--- src/rtl/uart_keyword_responder.sv ---
// uart_keyword_responder
//   Receives an oversampled 8N1 stream, watches for a KEY_LEN-byte keyword and
//   answers each match with a RESP_LEN-byte string. One response can be queued
//   behind the one being sent; further matches while the queue is full are
//   counted but dropped.
// Ports:
//   i_clk           system clock
//   i_rst_n         asynchronous active-low reset
//   i_rx            serial input, asynchronous, idle high
//   o_tx            serial output, idle high
//   o_busy          response being sent or pending
//   o_match_pulse   one-cycle strobe per keyword match
//   o_resp_dropped  one-cycle strobe when a match finds the queue full
//   o_frame_err     one-cycle strobe when a stop bit is sampled low
//   o_match_count   wrapping count of matches
module uart_keyword_responder #(
    parameter int unsigned           BAUD_DIV   = 5208,
    parameter int unsigned           OVERSAMPLE = 8,
    parameter int unsigned           KEY_LEN    = 5,
    parameter logic [8*KEY_LEN-1:0]  KEY        = 40'h4D4152434F,
    parameter int unsigned           RESP_LEN   = 4,
    parameter logic [8*RESP_LEN-1:0] RESP       = 32'h504F4C4F,
    parameter int unsigned           CNT_W      = 8
) (
    input  logic             i_clk,
    input  logic             i_rst_n,
    input  logic             i_rx,
    output logic             o_tx,
    output logic             o_busy,
    output logic             o_match_pulse,
    output logic             o_resp_dropped,
    output logic             o_frame_err,
    output logic [CNT_W-1:0] o_match_count
);

    localparam int unsigned TICK_DIV = BAUD_DIV / OVERSAMPLE;
    localparam int unsigned DIV_W    = (TICK_DIV > 1) ? $clog2(TICK_DIV) : 1;
    localparam int unsigned SUB_W    = $clog2(OVERSAMPLE);
    localparam int unsigned BAUD_W   = (BAUD_DIV > 1) ? $clog2(BAUD_DIV) : 1;
    localparam int unsigned BYTE_W   = (RESP_LEN > 1) ? $clog2(RESP_LEN) : 1;

    localparam logic [DIV_W-1:0]  DIV_LAST  = DIV_W'(TICK_DIV - 1);
    localparam logic [SUB_W-1:0]  SUB_FULL  = SUB_W'(OVERSAMPLE - 1);
    localparam logic [SUB_W-1:0]  SUB_HALF  = SUB_W'(OVERSAMPLE / 2 - 1);
    localparam logic [BAUD_W-1:0] BAUD_LAST = BAUD_W'(BAUD_DIV - 1);
    localparam logic [BYTE_W-1:0] BYTE_LAST = BYTE_W'(RESP_LEN - 1);

    typedef enum logic [2:0] {
        StIdle,
        StStart,
        StData,
        StStop,
        StWaitHigh
    } rx_state_e;

    // ------------------------------------------------------------------
    // RX synchroniser and receive FSM
    // ------------------------------------------------------------------
    logic             r_rx_meta, r_rx_sync;
    rx_state_e        r_rx_state, w_rx_state_d;
    logic [DIV_W-1:0] r_div, w_div_d;
    logic [SUB_W-1:0] r_sub, w_sub_d;
    logic [2:0]       r_bit_cnt, w_bit_cnt_d;
    logic [7:0]       r_rx_data, w_rx_data_d;
    logic             w_tick, w_sample, w_byte_valid, w_frame_err;

    always_comb begin
        w_tick       = (r_div == DIV_LAST);
        // START samples at half a bit to land mid-bit for the rest of the frame
        w_sample     = w_tick && (r_sub == ((r_rx_state == StStart) ? SUB_HALF : SUB_FULL));
        w_rx_state_d = r_rx_state;
        w_div_d      = w_tick ? '0 : r_div + 1'b1;
        w_sub_d      = w_sample ? '0 : (w_tick ? r_sub + 1'b1 : r_sub);
        w_bit_cnt_d  = r_bit_cnt;
        w_rx_data_d  = r_rx_data;
        w_byte_valid = 1'b0;
        w_frame_err  = 1'b0;
        unique case (r_rx_state)
            StIdle: begin
                w_div_d     = '0;
                w_sub_d     = '0;
                w_bit_cnt_d = '0;
                if (!r_rx_sync) w_rx_state_d = StStart;
            end
            StStart: begin
                if (w_sample) w_rx_state_d = r_rx_sync ? StIdle : StData;
            end
            StData: begin
                if (w_sample) begin
                    w_rx_data_d = {r_rx_sync, r_rx_data[7:1]};
                    w_bit_cnt_d = r_bit_cnt + 3'd1;
                    if (r_bit_cnt == 3'd7) w_rx_state_d = StStop;
                end
            end
            StStop: begin
                if (w_sample) begin
                    if (r_rx_sync) begin
                        w_byte_valid = 1'b1;
                        w_rx_state_d = StIdle;
                    end else begin
                        w_frame_err  = 1'b1;
                        w_rx_state_d = StWaitHigh;
                    end
                end
            end
            StWaitHigh: begin
                w_div_d = '0;
                w_sub_d = '0;
                if (r_rx_sync) w_rx_state_d = StIdle;
            end
            default: w_rx_state_d = StIdle;
        endcase
    end

    always_ff @(posedge i_clk or negedge i_rst_n) begin
        if (!i_rst_n) begin
            r_rx_meta  <= 1'b1;
            r_rx_sync  <= 1'b1;
            r_rx_state <= StIdle;
            r_div      <= '0;
            r_sub      <= '0;
            r_bit_cnt  <= '0;
            r_rx_data  <= '0;
        end else begin
            r_rx_meta  <= i_rx;
            r_rx_sync  <= r_rx_meta;
            r_rx_state <= w_rx_state_d;
            r_div      <= w_div_d;
            r_sub      <= w_sub_d;
            r_bit_cnt  <= w_bit_cnt_d;
            r_rx_data  <= w_rx_data_d;
        end
    end

    // ------------------------------------------------------------------
    // Keyword matcher
    // ------------------------------------------------------------------
    logic [8*KEY_LEN-1:0] r_window, w_window_shift;
    logic                 w_match;
    logic                 r_match_pulse, r_frame_err;
    logic [CNT_W-1:0]     r_match_count;

    if (KEY_LEN == 1) begin : g_win_one
        assign w_window_shift = r_rx_data;
    end else begin : g_win_many
        assign w_window_shift = {r_window[8*KEY_LEN-9:0], r_rx_data};
    end

    assign w_match = w_byte_valid && (w_window_shift == KEY);

    always_ff @(posedge i_clk or negedge i_rst_n) begin
        if (!i_rst_n) begin
            r_window      <= '0;
            r_match_pulse <= 1'b0;
            r_frame_err   <= 1'b0;
            r_match_count <= '0;
        end else begin
            r_match_pulse <= w_match;
            r_frame_err   <= w_frame_err;
            // Clearing on a match keeps consecutive matches from sharing bytes
            if (w_match) begin
                r_window      <= '0;
                r_match_count <= r_match_count + 1'b1;
            end else if (w_byte_valid) begin
                r_window <= w_window_shift;
            end
        end
    end

    // ------------------------------------------------------------------
    // Response transmitter with one-deep pending queue
    // ------------------------------------------------------------------
    logic              r_tx_active, w_tx_active_d;
    logic              r_pending, w_pending_d;
    logic [BAUD_W-1:0] r_baud, w_baud_d;
    logic [3:0]        r_bit_idx, w_bit_idx_d;
    logic [BYTE_W-1:0] r_byte_idx, w_byte_idx_d;
    logic              r_tx, w_tx_d;
    logic [7:0]        w_cur_byte;
    logic [9:0]        w_frame;
    logic              w_last_cycle, w_start;

    always_comb begin
        w_last_cycle  = r_tx_active && (r_baud == BAUD_LAST) && (r_bit_idx == 4'd9) &&
                        (r_byte_idx == BYTE_LAST);
        w_start       = 1'b0;
        w_tx_active_d = r_tx_active;
        w_pending_d   = r_pending;
        w_baud_d      = r_baud;
        w_bit_idx_d   = r_bit_idx;
        w_byte_idx_d  = r_byte_idx;

        if (!r_tx_active) begin
            w_start = r_match_pulse;
        end else if (w_last_cycle) begin
            // A match landing in the final cycle chains straight on, no gap
            if (r_pending || r_match_pulse) begin
                w_start = 1'b1;
            end else begin
                w_tx_active_d = 1'b0;
            end
            w_pending_d = 1'b0;
        end else begin
            if (r_match_pulse) w_pending_d = 1'b1;
            if (r_baud == BAUD_LAST) begin
                w_baud_d = '0;
                if (r_bit_idx == 4'd9) begin
                    w_bit_idx_d  = '0;
                    w_byte_idx_d = r_byte_idx + 1'b1;
                end else begin
                    w_bit_idx_d = r_bit_idx + 4'd1;
                end
            end else begin
                w_baud_d = r_baud + 1'b1;
            end
        end

        if (w_start) begin
            w_tx_active_d = 1'b1;
            w_baud_d      = '0;
            w_bit_idx_d   = '0;
            w_byte_idx_d  = '0;
        end

        w_cur_byte = '0;
        for (int i = 0; i < RESP_LEN; i++) begin
            if (w_byte_idx_d == BYTE_W'(i)) w_cur_byte = RESP[8*(RESP_LEN-1-i) +: 8];
        end
        w_frame = {1'b1, w_cur_byte, 1'b0};
        w_tx_d  = w_tx_active_d ? w_frame[w_bit_idx_d] : 1'b1;
    end

    always_ff @(posedge i_clk or negedge i_rst_n) begin
        if (!i_rst_n) begin
            r_tx_active <= 1'b0;
            r_pending   <= 1'b0;
            r_baud      <= '0;
            r_bit_idx   <= '0;
            r_byte_idx  <= '0;
            r_tx        <= 1'b1;
        end else begin
            r_tx_active <= w_tx_active_d;
            r_pending   <= w_pending_d;
            r_baud      <= w_baud_d;
            r_bit_idx   <= w_bit_idx_d;
            r_byte_idx  <= w_byte_idx_d;
            r_tx        <= w_tx_d;
        end
    end

    assign o_tx           = r_tx;
    assign o_busy         = r_tx_active | r_pending;
    assign o_match_pulse  = r_match_pulse;
    // Registered terms only, so this coincides with o_match_pulse
    assign o_resp_dropped = r_match_pulse & r_tx_active & r_pending;
    assign o_frame_err    = r_frame_err;
    assign o_match_count  = r_match_count;

endmodule

--- config.mk ---
export PLATFORM = sky130hd
export DESIGN_NAME = uart_keyword_responder
export DESIGN_NICKNAME = d
export VERILOG_FILES = /design/src/rtl/uart_keyword_responder.sv
export SDC_FILE = /design/constraint.sdc
export NUM_CORES = 1
export LEC_CHECK = 0
export ABC_AREA = 0
export CORE_UTILIZATION = 50
export DETAILED_ROUTE_END_ITERATION = 7
export PLACE_DENSITY = 0.65
export SYNTH_ARGS = -nofsm -noshare
export SYNTH_HDL_FRONTEND = slang
export SYNTH_SLANG_ARGS = --single-unit
export TNS_END_PERCENT = 100
--- constraint.sdc ---
create_clock -name i_clk -period 2.9 [get_ports i_clk]
set_input_delay 0.435 -clock i_clk [delete_from_list [all_inputs] [get_ports i_clk]]
set_output_delay 0.435 -clock i_clk [all_outputs]
set_load 0.02 [all_outputs]
==> reports/results.ini, run 1 <==
[logic_synthesis]
syn_nets = 396
synth-compound-area-share = 0.0953
synth_adder_area_share = 0.0287
synth_seq_area_share = 0.535
yosys_warnings = 0
yosys.area_share.xor_xnor = 0.0402
synthSimpleGateAreaFrac = 0.205
synth_top_family_by_area = simple AND/OR/NAND/NOR gates
synth_area_um2 = 4360
synth_seq_cells = 93
ys_async_sr_fraction = 1.00
synth_cell_types = 49
avgSynthCellArea_um2 = 11.4
synthCells = 383
ys.flop_type = dfrtp_1
synth-edff-count = 0
synthMuxAreaShare = 0.0838

[global_routing]
grt_pass1_wl_um = 13900
grt_usage = 0.201
antenna_found_initial = 0
grt_max_degree = 51
overflow = 0
first_global_vias = 2901

[cts]
cts_sinks = 93
holdBufCountCts = 0
cts_max_level = 3
path_clk_slew_ns = 0.10
cts-root-buf = clkbuf_8
cts_buffer_depth = 2
cts_buffers = 9
clkLatencyLatePin_ns = 0.36
cts_setup_buffers = 0
cts_tree = done
ctsResizeCount = 0

[final_layout]
diodes = 0
register_area_um2 = 2330
area_growth_pct = 11.5
final_common_cell = dfrtp_1
multiInputGateArea_um2 = 1970
fill_cells = 739
nets = 417
drive_above_1_share = 0.154
layout_common_cells = 90 x dfrtp_1, 40 x nor2_1, 28 x mux2_2, 24 x nand2_1, 21 x o21ai_0

[floorplan]
core_um2 = 8340
fp.dieArea_um2 = 9100
die_w_um = 95.4
initial_utilization = 0.523
io_pins = 16
die_y_um = 95.4
core.rowCount = 33

[timing]
setup_ws_ns = 0.420
rsz0062_at_grt = false
whs_ns = 0.0624
fmax_mhz = 403
finalClockSkew_ns = 0.0131
finalCriticalPeriod_ns = 2.48
tightestPinTransition_ns = 0.583
drv_slew = 0
finalSetupViolCount = 0
setup_tns_ns = 0
slew_headroom = 0.608
hold_viol = 0
finalCritPeriodShare = 0.855

[pwr]
p_leak_uw = 0.00224
p_per_area_nw_per_um2 = 461
total_power_uw = 2240
vdd_drop_max_uv = 265

[drt]
vias = 2994
routed_wl_um = 7990
drt_iter0_drc = 137
wl_per_cell_um = 15.6
first_pass_iters = 4
viasPerCell = 5.82
postRouteAntennaNets = 0
drc_errors = 0

[placement]
dp_hpwl_um = 5430
gp_congestion = 0.814
io_buffers = 15
place_ws_ns = 0.387

[worst_setup_path]
start_kind = flip-flop
worstSetupPathType = reg2reg
cp_num_buf_inv = 0
cp.required_ns = 3.19
crit_chain = nand4bb_1, nor4_4, nand4_2, nor4_4, nand4_1, nor2_1, xor2_1
slowest_delay_ns = 0.60
crit_slowest_cell = nor4_4
arrival_ns = 2.77
cp-end-kind = flip-flop
critPathMaxFanout = 8
cpMostUsedCell = nor4_4
critical_path.top_delay_family = simple AND/OR/NAND/NOR gates

[hold_path]
hold_path_class = in2async

[run]
maxCapViolations = 0

[status]
status = finished, final reports clean

==> logic make-up (layout without fill, tap and decap cells) <==
family          after synthesis  count (layout)
compound gates               61              61
xor+xnor                     20              20
simple gates                151             151
flops                        93              93
buf+inv                      15              41
fa+ha+maj                    10              10
mux                          33              33
==> cell usage after synthesis, drive strengths merged, types with 4 or more instances <==
cell | instances | area (um^2)
dfrtp | 90 | 2250
nor2 | 41 | 161
mux2 | 28 | 315
nand2 | 25 | 96.4
o21ai | 21 | 105
nand3 | 17 | 85.1
a22o | 13 | 114
nand4 | 13 | 87.6
nor4b | 12 | 105
clkbuf | 10 | 37.5
ha | 10 | 125
xnor2 | 10 | 87.6
xor2 | 10 | 87.6
a21oi | 8 | 40.0
and3 | 8 | 50.1
inv | 5 | 18.8
mux2i | 5 | 50.1
nor4 | 5 | 61.3
and4b | 4 | 40.0
nor3 | 4 | 25.0
nor4bb | 4 | 40.0
o31ai | 4 | 30.0
or2 | 4 | 25.0
==> report_power, final <==
part           internal (uW)  switching [uW]  total, uW
clock                    469             445        913
sequential              1300            1.41       1300
combinational           5.02            25.0       30.0
==> per-stage QoR <==
stage	util	area [um^2]	cells
final	0.583	4860	514
after global routing	0.583	4860	514
after CTS	0.583	4860	514
after detailed placement	0.558	4650	498
after global placement	0.558	4650	498
after floorplan	-	4360	383
==> worst paths after layout <==
| path | endpoint | slack, ns | start | cells after the start |
|---|---|---|---|---|
| setup / recovery | o_match_count[7]$_DFFE_PN0P_ | 0.42 | r_div[6]$_DFF_PN0_ | 7 |
| hold / removal | r_window[27]$_DFFE_PN0P_ | 0.06 | i_rst_n | 1 |
| setup reg to reg | o_match_count[7]$_DFFE_PN0P_ | 0.42 | r_div[6]$_DFF_PN0_ | 7 |
| hold reg to reg | r_rx_sync$_DFF_PN1_ | 0.36 | r_rx_meta$_DFF_PN1_ | 0 |
| max in group asynchronous | o_tx$_DFF_PN1_ | 2.14 | i_rst_n | 2 |
| min in group i_clk | r_rx_sync$_DFF_PN1_ | 0.36 | r_rx_meta$_DFF_PN1_ | 0 |
==> area by class of cell <==
type / count / share of cell area
Sequential cell: 93 / 0.479
Timing Repair Buffer: 20 / 0.0406
Clock inverter: 3 / 0.00875
Clock buffer: 13 / 0.0347
Inverter: 5 / 0.00386
Tap cell: 105 / 0.0270
Multi-Input combinational cell: 275 / 0.406
==> state kept, by name, summed over array words and instances, names as in the netlist, 4 cells and up <==
name,cells
r_rx_data,8
r_window,32
r_bit_idx,4
r_baud,13
r_div,10
o_match_count,8
==> worst reg2reg max path, delay by kind of cell, from the launching register on <==
kind	cells	cell delay [ns]
AND/OR/NAND/NOR	6	1.85
XOR/XNOR	1	0.15
flip-flops	1	0.43
==> routing by layer <==
metal | vias to the layer above | routed length [um] | global-route usage | share of wire
met4 | 0 | 126 | 0.0784 | 0.016
li1 | 1471 | - | - | -
met5 | - | 0 | 0 | 0
met1 | 1476 | 3960 | 0.286 | 0.50
met3 | 8 | 237 | 0.0383 | 0.030
met2 | 39 | 3670 | 0.305 | 0.46
(Power assumes the default switching activity.)
==> inputs of run 2 (changes only) <==
MAX_ROUTING_LAYER = met4   (was default)
==> reports/results.ini, run 2 (synthesized netlist as in run 1, its figures left out) <==
[pwr]
p_per_area_nw_per_um2 = 462
p_leak_uw = 0.00224
vdd_drop_max_uv = 265

[worst_setup_path]
arrival_ns = 2.77
rrSetupSlack_ns = 0.42
worstSetupPathType = reg2reg
reg2reg_depth = 7
r2r_start = r_div[6]$_DFF_PN0_
cp.required_ns = 3.19
critPathMaxFanout = 8
crit_start = r_div[6]$_DFF_PN0_
start_kind = flip-flop
r2r-end = o_match_count[7]$_DFFE_PN0P_
cp-end-kind = flip-flop

[global_routing]
grt_pass1_wl_um = 13900
grt_use_met3 = 0.0383
antenna_found_initial = 0
grt_usage = 0.207
first_global_vias = 2901
grt_use_met1 = 0.285
grt_max_degree = 51
overflow = 0
gr-usage-met2 = 0.307
top_usage_layer = met2

[floorplan]
core_um2 = 8340
io_pins = 16
initial_utilization = 0.523
fp.dieArea_um2 = 9100
core.rowCount = 33
die_w_um = 95.4
die_y_um = 95.4

[timing]
setup_tns_ns = 0
finalCritPeriodShare = 0.854
slew_headroom = 0.612
hold_viol = 0
drv_slew = 0
finalCriticalPeriod_ns = 2.48
fmax_mhz = 404
rsz0062_at_grt = false
finalSetupViolCount = 0
tightestPinTransition_ns = 0.578
finalClockSkew_ns = 0.0124

[final_layout]
layout_common_cells = 90 x dfrtp_1, 40 x nor2_1, 28 x mux2_2, 24 x nand2_1, 21 x o21ai_0
reg_top3 = r_window x32, r_baud x13, r_div x10
area_growth_pct = 11.5
fill_cells = 739
fin_util = 0.583
largest_reg_flops = 32
drive_above_1_share = 0.154
final_common_cell = dfrtp_1
top_register = r_window
diodes = 0
nets = 417

[cts]
cts-root-buf = clkbuf_8
cts_buffers = 9
cts_tree = done
cts_sinks = 93
path_clk_slew_ns = 0.10
holdBufCountCts = 0
cts_buffer_depth = 2
cts_max_level = 3
ctsResizeCount = 0
cts_setup_buffers = 0
clkLatencyLatePin_ns = 0.36

[placement]
dp_hpwl_um = 5430
io_buffers = 15
gp_congestion = 0.826

[drt]
wl_per_cell_um = 15.5
viasPerCell = 5.85
drt_iter0_drc = 130
postRouteAntennaNets = 0
vias = 3008
first_pass_iters = 4
routed_wl_um = 7970
drc_errors = 0

[run]
maxCapViolations = 0

[hold_path]
hold_path_class = in2async

[status]
status = finished, final reports clean

## run 2: where the power goes
group | leakage, uW | total [uW] | internal [uW] | switching, uW
logic | 0.000860 | 30.0 | 5.02 | 25.0
registers | 0.00127 | 1300 | 1300 | 1.40
clock network | 0.000106 | 915 | 469 | 446
total | 0.00224 | 2240 | 1770 | 473
## run 2: worst max path at each step
stage                                   end  slack [ns]
2_1_floorplan      r_rx_data[0]$_DFFE_PN0P_        0.71
3_3_place_gp   o_match_count[7]$_DFFE_PN0P_        0.41
3_5_place_dp   o_match_count[7]$_DFFE_PN0P_        0.39
4_1_cts        o_match_count[7]$_DFFE_PN0P_        0.38
5_1_grt        o_match_count[7]$_DFFE_PN0P_        0.10
6_report       o_match_count[7]$_DFFE_PN0P_        0.42
## run 2: routing by layer
layer	up-vias	part of all wire
li1	1472	-
met1	1493	0.50
met2	35	0.46
met3	8	0.024
met4	0	0.015
met5	-	0
## run 2: layout make-up
cell class,instances,area [um^2],area share
clock buffer,13,169,0.0347
clock inverter,3,42.5,0.00875
inverter,5,18.8,0.00386
multi-input combinational,275,1970,0.406
sequential,93,2330,0.479
tap,105,131,0.0270
timing repair buffer,20,198,0.0406
## run 2: stage by stage
step	cell area, um^2	cells	worst slack (ns)	power, uW	hold slack (ns)
after CTS	4860	514	0.385	2270	0.0754
after global routing	4860	514	0.103	2320	0.110
after detailed placement	4650	498	0.387	1360	0.348
after floorplan	4360	383	0.708	1330	0.139
final	4860	514	0.422	2240	0.0650
after global placement	4650	498	0.407	1360	0.346
## run 2: worst max-delay path, cell delays in order, from the launching register on
cell and delay, ns:
dfrtp_1 0.43, nand4bb_1 0.25, nor4_4 0.46, nand4_2 0.20, nor4_4 0.60, nand4_1 0.19
nor2_1 0.16, xor2_1 0.15
==> inputs of run 3 (changes only) <==
CAP_MARGIN = 20   (was default)
SKIP_LAST_GASP = 1   (was default)
==> results of run 3 <==
No change in the layout: final DEF, timing and power equal those of run 2.
==> patch 1, RTL diff (settings of run 2) <==
Reset style: synchronous (`i_rst_n`), changed in 3 clocked blocks. Comments in the files are not updated.
--- a/src/rtl/uart_keyword_responder.sv
+++ b/src/rtl/uart_keyword_responder.sv
@@ -112,7 +112,7 @@
         endcase
     end
 
-    always_ff @(posedge i_clk or negedge i_rst_n) begin
+    always_ff @(posedge i_clk) begin
         if (!i_rst_n) begin
             r_rx_meta  <= 1'b1;
             r_rx_sync  <= 1'b1;
@@ -148,7 +148,7 @@
 
     assign w_match = w_byte_valid && (w_window_shift == KEY);
 
-    always_ff @(posedge i_clk or negedge i_rst_n) begin
+    always_ff @(posedge i_clk) begin
         if (!i_rst_n) begin
             r_window      <= '0;
             r_match_pulse <= 1'b0;
@@ -230,7 +230,7 @@
         w_tx_d  = w_tx_active_d ? w_frame[w_bit_idx_d] : 1'b1;
     end
 
-    always_ff @(posedge i_clk or negedge i_rst_n) begin
+    always_ff @(posedge i_clk) begin
         if (!i_rst_n) begin
             r_tx_active <= 1'b0;
             r_pending   <= 1'b0;
Function: no difference found for any inputs over 10 cycles, from zero or initial values and one cycle with i_rst_n low; that may be too few to reach the edited logic, so the function may still have changed.
==> patch 1 against run 2 <==
- first-iteration DRC count is 5.4% lower
- worst setup slack worse by 0.13 ns
- critical path type unchanged
- area after synthesis is 5.7% lower
- design area is 6.2% lower
- sequential cell count stayed put
- wire length hardly changed
- non-clock buffer count is 2 higher
Power is not compared: it rests on default switching activity, and its combinational part moved more than twofold at a synthesized area within 25%.
==> patch 1: results <==
{
  "slew_headroom_pct": 66.8,
  "instances_no_fill": 608,
  "cts_inserted_buffers": 9,
  "clk_pin_slew_ns": 0.09,
  "placed_area_um2": 4380,
  "reg2reg_depth": 8,
  "status": "completed",
  "reg2reg_to": "o_tx",
  "worstHoldStart": "r_rx_meta",
  "cts_buffer_depth": 2,
  "grt.total_usage_pct": 21.0,
  "grt_pass1_wl_um": 14200,
  "ys_types": 51,
  "ys_seq_area_share_pct": 45.3,
  "cp_data_arrival_time_ns": 2.84,
  "dr.pass1.iters": 4,
  "dp_hpwl_um": 5500,
  "synthTopCellsByCount": "102 x nand2_1, 93 x dfxtp_1, 43 x nor2_1",
  "dpl.cell_count": 592,
  "whs_endpoint": "r_rx_sync",
  "clkLatencyLatePin_ns": 0.35,
  "htree_levels": 3,
  "synthArstFlopShare_pct": 0,
  "synth_warnings": 0,
  "skew_ns": 0.0136,
  "crit_start": "r_baud[0]",
  "wire_per_inst_um": 13.1,
  "critPathMaxStageDelay_ns": 0.53,
  "antenna_found_initial": 0,
  "drive_gt1_share_pct": 6.32,
  "grt_pass1_vias": 3175,
  "holdCritPathClass": "register to register",
  "drt_iter0_drc": 123,
  "syn_nets": 499,
  "grt_max_degree": 33,
  "hold_depth": 1,
  "root_buffer": "clkbuf_8",
  "post_cts_buffers": 0,
  "nets": 514,
  "swShare_pct": 23.0,
  "avgSynthCellArea_um2": 8.46,
  "synth_area_leaders": "dfxtp_1 45%, nand2_1 9.3%, a21oi_1 5.0%, nor2_1 3.9%, xor2_1 3.4%",
  "cpMaxStageDelayCell": "a2111oi_0",
  "diodes": 0,
  "vias": 3276,
  "r2r_start": "r_baud[0]",
  "r2r_setup_slack_ns": 0.29,
  "gp_congestion": 0.846,
  "p_leak_nw": 1.61
}
-- patch 1: changes by cell type after synthesis, sizes merged, moves of 10 or more --
cell / change
a21boi: +10
a21oi: +33
a22o: -12
dfrtp: -90
dfxtp: +93
mux2: -28
nand2: +77
-- patch 1: cell type report --
class | count | area, µm²
sequential | 93 | 1860
clock inverter | 4 | 30.0
multi-input combinational | 368 | 2160
clock buffer | 12 | 155
timing repair buffer | 22 | 203
inverter | 7 | 26.3
fill | 740 | 3290
tap | 102 | 128
-- patch 1: cells by family after synthesis --
kind of cell / Yosys count / synth area share, %
compound gates: 81 / 11.7
xor+xnor: 28 / 5.96
fa+ha+maj: 10 / 3.04
buf+inv: 25 / 2.43
flops: 93 / 45.3
mux: 4 / 0.974
simple gates: 245 / 30.6
-- patch 1: worst max-delay path by stage --
stage	end	slack (ns)	cells after the start
floorplan	o_tx	0.59	8
global placement	o_tx	0.43	8
detailed placement	o_tx	0.33	8
CTS	o_tx	0.31	8
global route	o_tx	0.009	8
finish	o_tx	0.29	8
-- patch 1: power by group through the flow --
| stage | registers, mW | clock network [mW] | logic, mW |
|---|---|---|---|
| 2_1_floorplan | 1.32 | 0 | 0.0544 |
| 5_1_grt | 1.29 | 0.900 | 0.0807 |
| 3_3_place_gp | 1.32 | 0 | 0.0702 |
| 6_report | 1.29 | 0.807 | 0.0706 |
| 4_1_cts | 1.29 | 0.841 | 0.0717 |
| 3_5_place_dp | 1.32 | 0 | 0.0715 |
-- patch 1: per-layer routing --
layer	GRT usage [%]	share of wire (%)
met1	26.0	48
met2	33.6	48
met3	5.67	2.5
met4	6.28	1.2
met5	-	0
-- patch 1: worst max-delay path, delay by kind of cell, from the launching register on --
kind	cells	cell delay [ns]
AOI/OAI and AO/OA	3	1.03
xor gates and xnor gates	1	0.08
adders and majority gates	1	0.22
DFF	1	0.40
and+or+nand+nor	3	0.77
-- patch 1: per-stage QoR --
step	hold WS [ns]	setup WS, ns
3_3_place_gp	0.394	0.429
2_1_floorplan	0.386	0.595
4_1_cts	0.426	0.307
3_5_place_dp	0.397	0.332
5_1_grt	0.458	0.00942
6_report	0.426	0.293
==> patch 2, RTL diff (settings of run 2) <==
Without the edit above. `OVERSAMPLE`: 8 -> 4.
--- a/src/rtl/uart_keyword_responder.sv
+++ b/src/rtl/uart_keyword_responder.sv
@@ -15,7 +15,7 @@
 //   o_match_count   wrapping count of matches
 module uart_keyword_responder #(
     parameter int unsigned           BAUD_DIV   = 5208,
-    parameter int unsigned           OVERSAMPLE = 8,
+    parameter int unsigned           OVERSAMPLE = 4,
     parameter int unsigned           KEY_LEN    = 5,
     parameter logic [8*KEY_LEN-1:0]  KEY        = 40'h4D4152434F,
     parameter int unsigned           RESP_LEN   = 4,
Formal check against the unedited RTL: no difference found for any inputs over 10 cycles, from zero or initial values and one cycle with i_rst_n low; that may be too few to reach the edited logic, so the function may still have changed.
==> patch 2 against run 2 <==
- count of clock-buffer cells in the layout shrank 4
- sequential share of layout area down 0.43 points
- worst setup slack lost 0.028 ns
- area after synthesis up 0.77%
- via count grew 2.5%
- combinational power up 2%
- sequential cell count unchanged
- clock power is 3.5% lower
- total power decreased by 1.4%
- wire length fell by 1.7%
- design area grew 0.90%
- highest routed layer unchanged
==> patch 2: results <==
{
  "status": "completed",
  "synth_area_leaders": "dfrtp_1 51%, mux2_2 6.9%, o21ai_0 5.0%, nand2_1 4.5%, nor2_1 2.8%",
  "instances_no_fill": 548,
  "synthTopCellsByCount": "90 x dfrtp_1, 53 x nand2_1, 44 x o21ai_0",
  "grt_pass1_vias": 2861,
  "dp_slack_ns": 0.235,
  "num-fill-cells": 704,
  "skew_ns": 0.00880,
  "wl_met2_um": 3620,
  "ys_seq_area_share_pct": 53.0,
  "wl_met3_um": 176,
  "syn_nets": 428,
  "drt_iter0_drc": 129,
  "p_leak_nw": 2.22,
  "reg2reg_to": "o_tx",
  "gp_congestion": 0.820,
  "period_needed_ns": 2.51,
  "ys_types": 53,
  "met1_length_um": 3870,
  "wl_um": 7830,
  "placed_area_um2": 4690,
  "nets": 450,
  "grt_pass1_wl_um": 13300,
  "grt_max_degree": 46,
  "vdd_drop_max_v": 0.000278,
  "dp_hpwl_um": 5510
}
[patch 2: cells by family after synthesis]
family / share of synthesized area [%]
adder cells (fa/ha/maj): 2.56
XOR/XNOR: 4.39
AO/OA/AOI/OAI: 11.2
buffers and inverters: 1.79
flip-flops: 53.0
multiplexers: 7.37
AND/OR/NAND/NOR: 19.6
[patch 2: worst max-delay path by stage]
stage | start | end | cells past startpoint
after global placement | r_baud[5] | o_tx | 7
after floorplan | r_div[1] | r_window[12] | 8
after global routing | r_baud[8] | o_tx | 7
after detailed placement | r_baud[5] | o_tx | 7
after CTS | r_baud[5] | o_tx | 7
final | r_baud[7] | o_tx | 7
[patch 2: where the power goes]
group	total (mW)	switching [mW]	internal (mW)
registers	1.30	0.000907	1.30
clock network	0.883	0.474	0.409
logic	0.0307	0.0258	0.00491
[patch 2: metal layers]
layer,track usage [%],vias up
li1,-,1533
met1,25.5,1495
met2,30.2,42
met3,2.69,13
met4,8.96,0
met5,-,-
[patch 2: stage by stage]
step,hold WS (ns),util [%]
after global placement,0.348,56.3
final,0.0644,58.8
after detailed placement,0.348,56.3
after CTS,0.0847,58.7
after global routing,0.115,58.8
after floorplan,0.139,-
[patch 2: cell type report]
| class | count | share of cell area [%] |
|---|---|---|
| multi-input combinational | 302 | 40.7 |
| tap | 105 | 2.68 |
| timing repair buffer | 24 | 4.39 |
| inverter | 8 | 0.612 |
| clock inverter | 7 | 1.63 |
| sequential | 93 | 47.5 |
| clock buffer | 9 | 2.52 |
[patch 2: worst max-delay path, stage by stage (launching register included)]
cell	delay [ns]
dfrtp_1	0.43
nor4bb_1	0.51
nand4_1	0.38
or3_1	0.42
o21ai_0	0.20
nor2b_1	0.19
a2111oi_0	0.08
a211oi_1	0.21
